--- src/rtl/des_pkg.sv ---
// des_pkg: DES permutation tables, S-boxes, shift schedule, FSM states.
// Table entries number bits from 1 = MSB of the vector they index.
package des_pkg;

   typedef enum logic [1:0] {IDLE, ROUND, DONE} state_t;

   localparam int IP_T [64] = '{
      58, 50, 42, 34, 26, 18, 10, 2, 60, 52, 44, 36, 28, 20, 12, 4,
      62, 54, 46, 38, 30, 22, 14, 6, 64, 56, 48, 40, 32, 24, 16, 8,
      57, 49, 41, 33, 25, 17,  9, 1, 59, 51, 43, 35, 27, 19, 11, 3,
      61, 53, 45, 37, 29, 21, 13, 5, 63, 55, 47, 39, 31, 23, 15, 7};

   localparam int FP_T [64] = '{
      40, 8, 48, 16, 56, 24, 64, 32, 39, 7, 47, 15, 55, 23, 63, 31,
      38, 6, 46, 14, 54, 22, 62, 30, 37, 5, 45, 13, 53, 21, 61, 29,
      36, 4, 44, 12, 52, 20, 60, 28, 35, 3, 43, 11, 51, 19, 59, 27,
      34, 2, 42, 10, 50, 18, 58, 26, 33, 1, 41,  9, 49, 17, 57, 25};

   localparam int E_T [48] = '{
      32,  1,  2,  3,  4,  5,  4,  5,  6,  7,  8,  9,
       8,  9, 10, 11, 12, 13, 12, 13, 14, 15, 16, 17,
      16, 17, 18, 19, 20, 21, 20, 21, 22, 23, 24, 25,
      24, 25, 26, 27, 28, 29, 28, 29, 30, 31, 32,  1};

   localparam int P_T [32] = '{
      16,  7, 20, 21, 29, 12, 28, 17,  1, 15, 23, 26,  5, 18, 31, 10,
       2,  8, 24, 14, 32, 27,  3,  9, 19, 13, 30,  6, 22, 11,  4, 25};

   localparam int PC1_T [56] = '{
      57, 49, 41, 33, 25, 17,  9,  1, 58, 50, 42, 34, 26, 18,
      10,  2, 59, 51, 43, 35, 27, 19, 11,  3, 60, 52, 44, 36,
      63, 55, 47, 39, 31, 23, 15,  7, 62, 54, 46, 38, 30, 22,
      14,  6, 61, 53, 45, 37, 29, 21, 13,  5, 28, 20, 12,  4};

   localparam int PC2_T [48] = '{
      14, 17, 11, 24,  1,  5,  3, 28, 15,  6, 21, 10,
      23, 19, 12,  4, 26,  8, 16,  7, 27, 20, 13,  2,
      41, 52, 31, 37, 47, 55, 30, 40, 51, 45, 33, 48,
      44, 49, 39, 56, 34, 53, 46, 42, 50, 36, 29, 32};

   localparam int SHIFT_T [16] = '{
      1, 1, 2, 2, 2, 2, 2, 2, 1, 2, 2, 2, 2, 2, 2, 1};

   // Row-major: entry = row * 16 + column.
   localparam int SBOX_T [8][64] = '{
      '{14, 4,13, 1, 2,15,11, 8, 3,10, 6,12, 5, 9, 0, 7,
         0,15, 7, 4,14, 2,13, 1,10, 6,12,11, 9, 5, 3, 8,
         4, 1,14, 8,13, 6, 2,11,15,12, 9, 7, 3,10, 5, 0,
        15,12, 8, 2, 4, 9, 1, 7, 5,11, 3,14,10, 0, 6,13},
      '{15, 1, 8,14, 6,11, 3, 4, 9, 7, 2,13,12, 0, 5,10,
         3,13, 4, 7,15, 2, 8,14,12, 0, 1,10, 6, 9,11, 5,
         0,14, 7,11,10, 4,13, 1, 5, 8,12, 6, 9, 3, 2,15,
        13, 8,10, 1, 3,15, 4, 2,11, 6, 7,12, 0, 5,14, 9},
      '{10, 0, 9,14, 6, 3,15, 5, 1,13,12, 7,11, 4, 2, 8,
        13, 7, 0, 9, 3, 4, 6,10, 2, 8, 5,14,12,11,15, 1,
        13, 6, 4, 9, 8,15, 3, 0,11, 1, 2,12, 5,10,14, 7,
         1,10,13, 0, 6, 9, 8, 7, 4,15,14, 3,11, 5, 2,12},
      '{ 7,13,14, 3, 0, 6, 9,10, 1, 2, 8, 5,11,12, 4,15,
        13, 8,11, 5, 6,15, 0, 3, 4, 7, 2,12, 1,10,14, 9,
        10, 6, 9, 0,12,11, 7,13,15, 1, 3,14, 5, 2, 8, 4,
         3,15, 0, 6,10, 1,13, 8, 9, 4, 5,11,12, 7, 2,14},
      '{ 2,12, 4, 1, 7,10,11, 6, 8, 5, 3,15,13, 0,14, 9,
        14,11, 2,12, 4, 7,13, 1, 5, 0,15,10, 3, 9, 8, 6,
         4, 2, 1,11,10,13, 7, 8,15, 9,12, 5, 6, 3, 0,14,
        11, 8,12, 7, 1,14, 2,13, 6,15, 0, 9,10, 4, 5, 3},
      '{12, 1,10,15, 9, 2, 6, 8, 0,13, 3, 4,14, 7, 5,11,
        10,15, 4, 2, 7,12, 9, 5, 6, 1,13,14, 0,11, 3, 8,
         9,14,15, 5, 2, 8,12, 3, 7, 0, 4,10, 1,13,11, 6,
         4, 3, 2,12, 9, 5,15,10,11,14, 1, 7, 6, 0, 8,13},
      '{ 4,11, 2,14,15, 0, 8,13, 3,12, 9, 7, 5,10, 6, 1,
        13, 0,11, 7, 4, 9, 1,10,14, 3, 5,12, 2,15, 8, 6,
         1, 4,11,13,12, 3, 7,14,10,15, 6, 8, 0, 5, 9, 2,
         6,11,13, 8, 1, 4,10, 7, 9, 5, 0,15,14, 2, 3,12},
      '{13, 2, 8, 4, 6,15,11, 1,10, 9, 3,14, 5, 0,12, 7,
         1,15,13, 8,10, 3, 7, 4,12, 5, 6,11, 0,14, 9, 2,
         7,11, 4, 1, 9,12,14, 2, 0, 6,10,13,15, 3, 5, 8,
         2, 1,14, 7, 4,10, 8,13,15,12, 9, 0, 3, 5, 6,11}};

   function automatic logic [63:0] ip_perm(input logic [63:0] x);
      logic [63:0] y;
      y = '0;
      for (int i = 0; i < 64; i++)
         y[6'(63 - i)] = x[6'(64 - IP_T[i])];
      return y;
   endfunction

   function automatic logic [63:0] fp_perm(input logic [63:0] x);
      logic [63:0] y;
      y = '0;
      for (int i = 0; i < 64; i++)
         y[6'(63 - i)] = x[6'(64 - FP_T[i])];
      return y;
   endfunction

   function automatic logic [47:0] e_perm(input logic [31:0] x);
      logic [47:0] y;
      y = '0;
      for (int i = 0; i < 48; i++)
         y[6'(47 - i)] = x[5'(32 - E_T[i])];
      return y;
   endfunction

   function automatic logic [31:0] p_perm(input logic [31:0] x);
      logic [31:0] y;
      y = '0;
      for (int i = 0; i < 32; i++)
         y[5'(31 - i)] = x[5'(32 - P_T[i])];
      return y;
   endfunction

   function automatic logic [55:0] pc1_perm(input logic [63:0] x);
      logic [55:0] y;
      y = '0;
      for (int i = 0; i < 56; i++)
         y[6'(55 - i)] = x[6'(64 - PC1_T[i])];
      return y;
   endfunction

   function automatic logic [47:0] pc2_perm(input logic [55:0] x);
      logic [47:0] y;
      y = '0;
      for (int i = 0; i < 48; i++)
         y[6'(47 - i)] = x[6'(56 - PC2_T[i])];
      return y;
   endfunction

   function automatic logic [27:0] rotr28(input logic [27:0] x,
                                          input logic two);
      return two ? {x[1:0], x[27:2]} : {x[0], x[27:1]};
   endfunction

   function automatic logic key_parity_ok(input logic [63:0] k);
      logic ok;
      ok = 1'b1;
      for (int i = 0; i < 8; i++)
         ok = ok & (^(8'(k >> (8 * i))));
      return ok;
   endfunction

endpackage

--- src/rtl/des_round.sv ---
// des_round: one combinational Feistel round, L' = R, R' = L ^ f(R, K).
// f = P(S(E(R) ^ K)); eight S-boxes addressed by {b1,b6} row, b2..b5 col.
module des_round
   import des_pkg::*;
(
   input  logic [31:0] i_l,
   input  logic [31:0] i_r,
   input  logic [47:0] i_k48,
   output logic [31:0] o_l,
   output logic [31:0] o_r
);

   logic [47:0] w_x;
   logic [31:0] w_s;

   assign w_x = e_perm(i_r) ^ i_k48;

   for (genvar s = 0; s < 8; s++) begin : g_sbox
      logic [5:0] w_b;
      assign w_b = w_x[47-6*s -: 6];
      assign w_s[31-4*s -: 4] =
         4'(SBOX_T[s][{w_b[5], w_b[0], w_b[4:1]}]);
   end

   assign o_l = i_r;
   assign o_r = i_l ^ p_perm(w_s);

endmodule

--- src/rtl/des_decrypt_iter.sv ---
// des_decrypt_iter: iterative DES decryptor, one round per clock.
// Define DES_KEY_PARITY_CHECK_EN to add key parity checking and key_err.
module des_decrypt_iter
   import des_pkg::*;
(
   input  logic        clk,
   input  logic        rst_n,
   input  logic        in_valid,
   output logic        in_ready,
   input  logic [63:0] ciphertext,
   input  logic [63:0] key,
   output logic        out_valid,
   input  logic        out_ready,
   output logic [63:0] plaintext
`ifdef DES_KEY_PARITY_CHECK_EN
   ,
   output logic        key_err
`endif
);

   state_t      r_state;
   state_t      w_next;
   logic [31:0] r_l;
   logic [31:0] r_r;
   logic [31:0] w_lo;
   logic [31:0] w_ro;
   logic [27:0] r_c;
   logic [27:0] r_d;
   logic [3:0]  r_cnt;
   logic        r_fin;
   logic [63:0] r_pt;
   logic [47:0] w_k;
   logic        w_two;
   logic        w_acc;
   logic        w_perr;

   assign w_acc     = in_valid && in_ready;
   assign w_k       = pc2_perm({r_c, r_d});
   assign w_two     = (SHIFT_T[4'd15 - r_cnt] == 2);
   assign plaintext = r_pt;

`ifdef DES_KEY_PARITY_CHECK_EN
   logic r_kerr;

   assign w_perr  = ~key_parity_ok(key);
   assign key_err = r_kerr;

   always_ff @(posedge clk or negedge rst_n) begin
      if (!rst_n)
         r_kerr <= 1'b0;
      else if (w_acc)
         r_kerr <= w_perr;
      else if (out_valid && out_ready)
         r_kerr <= 1'b0;
   end
`else
   assign w_perr = 1'b0;
`endif

   des_round u_round (
      .i_l   (r_l),
      .i_r   (r_r),
      .i_k48 (w_k),
      .o_l   (w_lo),
      .o_r   (w_ro)
   );

   always_ff @(posedge clk or negedge rst_n) begin
      if (!rst_n) r_state <= IDLE;
      else        r_state <= w_next;
   end

   always_comb begin
      w_next    = r_state;
      in_ready  = 1'b0;
      out_valid = 1'b0;
      unique case (r_state)
         IDLE: begin
            in_ready = 1'b1;
            if (in_valid) w_next = ROUND;
         end
         ROUND: begin
            if (r_fin) w_next = DONE;
         end
         DONE: begin
            out_valid = 1'b1;
            if (out_ready) w_next = IDLE;
         end
         default: w_next = IDLE;
      endcase
   end

   // r_fin marks the extra cycle that registers FP(R16,L16).
   // A bad-parity key goes straight to it, skipping all rounds.
   always_ff @(posedge clk or negedge rst_n) begin
      if (!rst_n) begin
         r_l   <= '0;
         r_r   <= '0;
         r_c   <= '0;
         r_d   <= '0;
         r_cnt <= '0;
         r_fin <= 1'b0;
         r_pt  <= '0;
      end else if (w_acc) begin
         {r_l, r_r} <= ip_perm(ciphertext);
         {r_c, r_d} <= pc1_perm(key);
         r_cnt      <= '0;
         r_fin      <= w_perr;
      end else if (r_state == ROUND) begin
         if (r_fin) begin
            r_fin <= 1'b0;
`ifdef DES_KEY_PARITY_CHECK_EN
            r_pt  <= r_kerr ? '0 : fp_perm({r_r, r_l});
`else
            r_pt  <= fp_perm({r_r, r_l});
`endif
         end else begin
            r_l   <= w_lo;
            r_r   <= w_ro;
            r_c   <= rotr28(r_c, w_two);
            r_d   <= rotr28(r_d, w_two);
            r_cnt <= r_cnt + 4'd1;
            r_fin <= (r_cnt == 4'd15);
         end
      end
   end

endmodule

--- config.mk ---
export PLATFORM = sky130hd
export DESIGN_NAME = des_decrypt_iter
export DESIGN_NICKNAME = d
export VERILOG_FILES = /design/src/rtl/des_pkg.sv /design/src/rtl/des_round.sv /design/src/rtl/des_decrypt_iter.sv
export SDC_FILE = /design/constraint.sdc
export NUM_CORES = 1
export LEC_CHECK = 0
export ABC_AREA = 1
export BUFFER_PORTS_ARGS = -buffer_cell sky130_fd_sc_hd__buf_2
export CAP_MARGIN = 20
export CELL_PAD_IN_SITES_DETAIL_PLACEMENT = 0
export CELL_PAD_IN_SITES_GLOBAL_PLACEMENT = 1
export CORE_MARGIN = 2
export CORE_UTILIZATION = 39
export DETAILED_ROUTE_END_ITERATION = 10
export PLACE_DENSITY = 0.88
export SYNTH_ARGS = -nofsm -noshare
export SYNTH_HDL_FRONTEND = slang
export SYNTH_SLANG_ARGS = --single-unit
--- constraint.sdc ---
create_clock -name clk -period 3.3 [get_ports clk]
set_input_delay 0.495 -clock clk [delete_from_list [all_inputs] [get_ports clk]]
set_output_delay 0.495 -clock clk [all_outputs]
set_load 0.02 [all_outputs]
==> flow_summary.json <==
{
  "status": "complete, no violations",
  "post_route_cells_drive_above_1_share": 0.123,
  "timing.hold.ws_ns": 0.253,
  "grt_usage": 0.177,
  "setup_viol_count_final": 0,
  "ir_worst_vdd_mv": 0.423,
  "power.share.clock": 0.141,
  "drt_iter0_drc": 311,
  "drt_wl_total_um": 13300,
  "maxCapViolCount": 0,
  "die_w_um": 124,
  "fp-row-count": 43,
  "grt_pass1_vias": 4263,
  "fin_crit_ns": 2.61,
  "required_ns": 3.50,
  "critPathCaptureType": "flop",
  "dr_total_vias": 4748,
  "cp_top_family": "buffers and inverters",
  "yosysSeqAreaShare": 0.405,
  "fmax_mhz": 383,
  "synthArstFlopShare": 1.00,
  "path_cells": "inv_1 > ha_1 > nor2_1 > nand2_1 > nand3_1 > nand2_1 > buf_4 > clkinv_1 > o21ai_0 > o221ai_1",
  "drcViolationCount": 0,
  "p_leak_nw": 3.14,
  "pwr-share-comb": 0.578,
  "syn_area_mm2": 0.00562,
  "ys_seq_elements": 91,
  "max_stage_delay_ns": 0.64,
  "h-tree-depth": 3,
  "ioPinCount": 198,
  "slew_viol_final": 0,
  "cts_made_buffers": 9,
  "synthCells": 735,
  "cts-root-buf": "clkbuf_16",
  "fill_cells": 1437,
  "grt.overflow.total": 0,
  "slew_headroom": 0.350,
  "fp.dieH_um": 124,
  "worstPathBufferInverterCount": 3,
  "dieArea_mm2": 0.0154,
  "startpoint_type": "flop",
  "skew_ns": 0.0116,
  "area_growth_pct": 8.83,
  "clk_pin_slew_ns": 0.07,
  "postLayoutCoreUtil": 0.438,
  "synth-edff-count": 0,
  "path_max_fanout": 30,
  "synth_flop_cell": "dfrtp_1",
  "finalCritPeriodShare": 0.790,
  "synth.area.top_cells": "dfrtp_1, nand2_1, nand3_1",
  "p_sw_frac": 0.502,
  "regToRegStartpoint": "r_cnt[0]",
  "yosysTopAreaCell": "dfrtp_1",
  "wl_per_cell_um": 13.8,
  "critPathLaunch": "r_cnt[0]",
  "routed_via_density": 4.95,
  "cts.sink_count": 91,
  "clkLatencyLatePin_ns": 0.34,
  "start_util": 0.402,
  "fin_ws_ns": 0.692,
  "crit_path_frequent_cell": "nand2_1",
  "place_ws_ns": 0.744,
  "synth.avg_cell_area_um2": 7.65,
  "clk_path_buf_depth": 2,
  "cts_tree": "built",
  "hold_viol": 0,
  "hpwl_um": 9310,
  "tightest_slew_ns": 0.972,
  "min_path_type": "in2async",
  "p_per_area_mw_per_mm2": 1230,
  "ff_latch_area_mm2": 0.00228,
  "tns_ns": 0,
  "path_class": "reg2reg",
  "ys_types": 35,
  "gp_congestion": 0.834,
  "grt_max_degree": 66,
  "crit_slowest_cell": "clkinv_1",
  "synth_top_area_share": 0.405,
  "arrival_ns": 2.81,
  "dr.pass1.iters": 4,
  "postRouteAntennaNets": 0,
  "cts-hold-fix-buffers": 0,
  "nets": 930,
  "seq_power_share": 0.281,
  "multiInputGateArea_mm2": 0.00268,
  "power.switching_mw": 3.76,
  "synth-warning-count": 0,
  "total_power_mw": 7.51,
  "antenna_cells": 0,
  "core_mm2": 0.0140,
  "antenna_found_initial": 0,
  "synth.most_common_cell": "nand2_1",
  "cts_setup_buffers": 0,
  "port_buffers": 49,
  "cts_resized": 0,
  "grt_pass1_wl_um": 21200,
  "ys_top_cells_by_count": "nand2_1, dfrtp_1, inv_1",
  "p_int_mw": 3.74,
  "rsz0062_at_grt": "no"
}
-- worst paths after layout --
kind	end	slack, ns	cells past startpoint
worst max register to register	r_d[16]	0.69	10
max in group asynchronous	r_r[11]	2.31	2
min in group clk	r_state[1]	0.35	2
worst max-delay path	r_d[16]	0.69	10
worst min-delay path	plaintext[15]	0.25	1
worst min register to register	plaintext[9]	0.48	2
-- logic make-up after synthesis --
| logic type | share of synthesized area |
|---|---|
| xor+xnor | 0.0167 |
| simple gates | 0.238 |
| other cells | 0.000667 |
| fa+ha+maj | 0.0534 |
| compound gates | 0.137 |
| buf+inv | 0.150 |
| flops | 0.405 |
-- sequential cells by signal, summed over array words and instances (netlist names) --
name,cells
r_cnt,4
r_l,20
plaintext,16
r_fin,1
r_d,28
r_r,20
r_state,2
-- power groups by stage --
stage	sequential [mW]	clock, mW	combinational [mW]
detailed placement	2.11	0	4.35
finish	2.11	1.06	4.34
CTS	2.10	1.08	4.36
global placement	2.11	0	4.30
floorplan	2.06	0	3.45
global route	2.18	1.12	5.01
-- per-layer routing --
| metal | up-vias | track usage | share of wire |
|---|---|---|---|
| met2 | 110 | 0.279 | 0.48 |
| met5 | - | 0 | 0 |
| met3 | 11 | 0.0256 | 0.042 |
| met1 | 2247 | 0.251 | 0.47 |
| li1 | 2380 | - | - |
| met4 | 0 | 0.0541 | 0.013 |
-- placed cells by master, fill, tap and decap left out, types with 2 or more instances in the layout --
| cell type | netlist | routed |
|---|---|---|
| inv_6 | 0 | 2 |
| buf_4 | 49 | 6 |
| clkbuf_16 | 0 | 9 |
| o211ai_1 | 8 | 8 |
| nand3_1 | 81 | 81 |
| nor2_1 | 38 | 38 |
| conb_1 | 1 | 48 |
| buf_2 | 12 | 48 |
| o21ai_1 | 3 | 3 |
| nor3_1 | 2 | 2 |
| ha_1 | 24 | 24 |
| o221ai_1 | 12 | 12 |
| nand2_1 | 178 | 178 |
| nor2_2 | 2 | 2 |
| xnor2_1 | 6 | 6 |
| a21oi_1 | 8 | 8 |
| o31ai_1 | 2 | 2 |
| o22ai_1 | 27 | 27 |
| o21ai_0 | 68 | 68 |
| dfrtp_1 | 91 | 91 |
| nand2_4 | 4 | 4 |
| nand2_2 | 6 | 6 |
| a211oi_1 | 2 | 2 |
| inv_2 | 9 | 9 |
| inv_1 | 82 | 82 |
-- area by class of cell --
| type | count | share of cell area |
|---|---|---|
| Clock buffer | 10 | 0.0374 |
| Clock inverter | 6 | 0.0117 |
| Inverter | 93 | 0.0574 |
| Multi-Input combinational cell | 525 | 0.438 |
| Sequential cell | 91 | 0.372 |
| Tap cell | 180 | 0.0368 |
| Timing Repair Buffer | 54 | 0.0466 |
-- through the flow --
stage | area (um^2) | cells
after floorplan | 5800 | 782
after global placement | 5820 | 943
after detailed placement | 5820 | 943
after CTS | 6120 | 959
after global routing | 6120 | 959
final | 6120 | 959
Note: power is estimated with default switching activity, not from simulation.
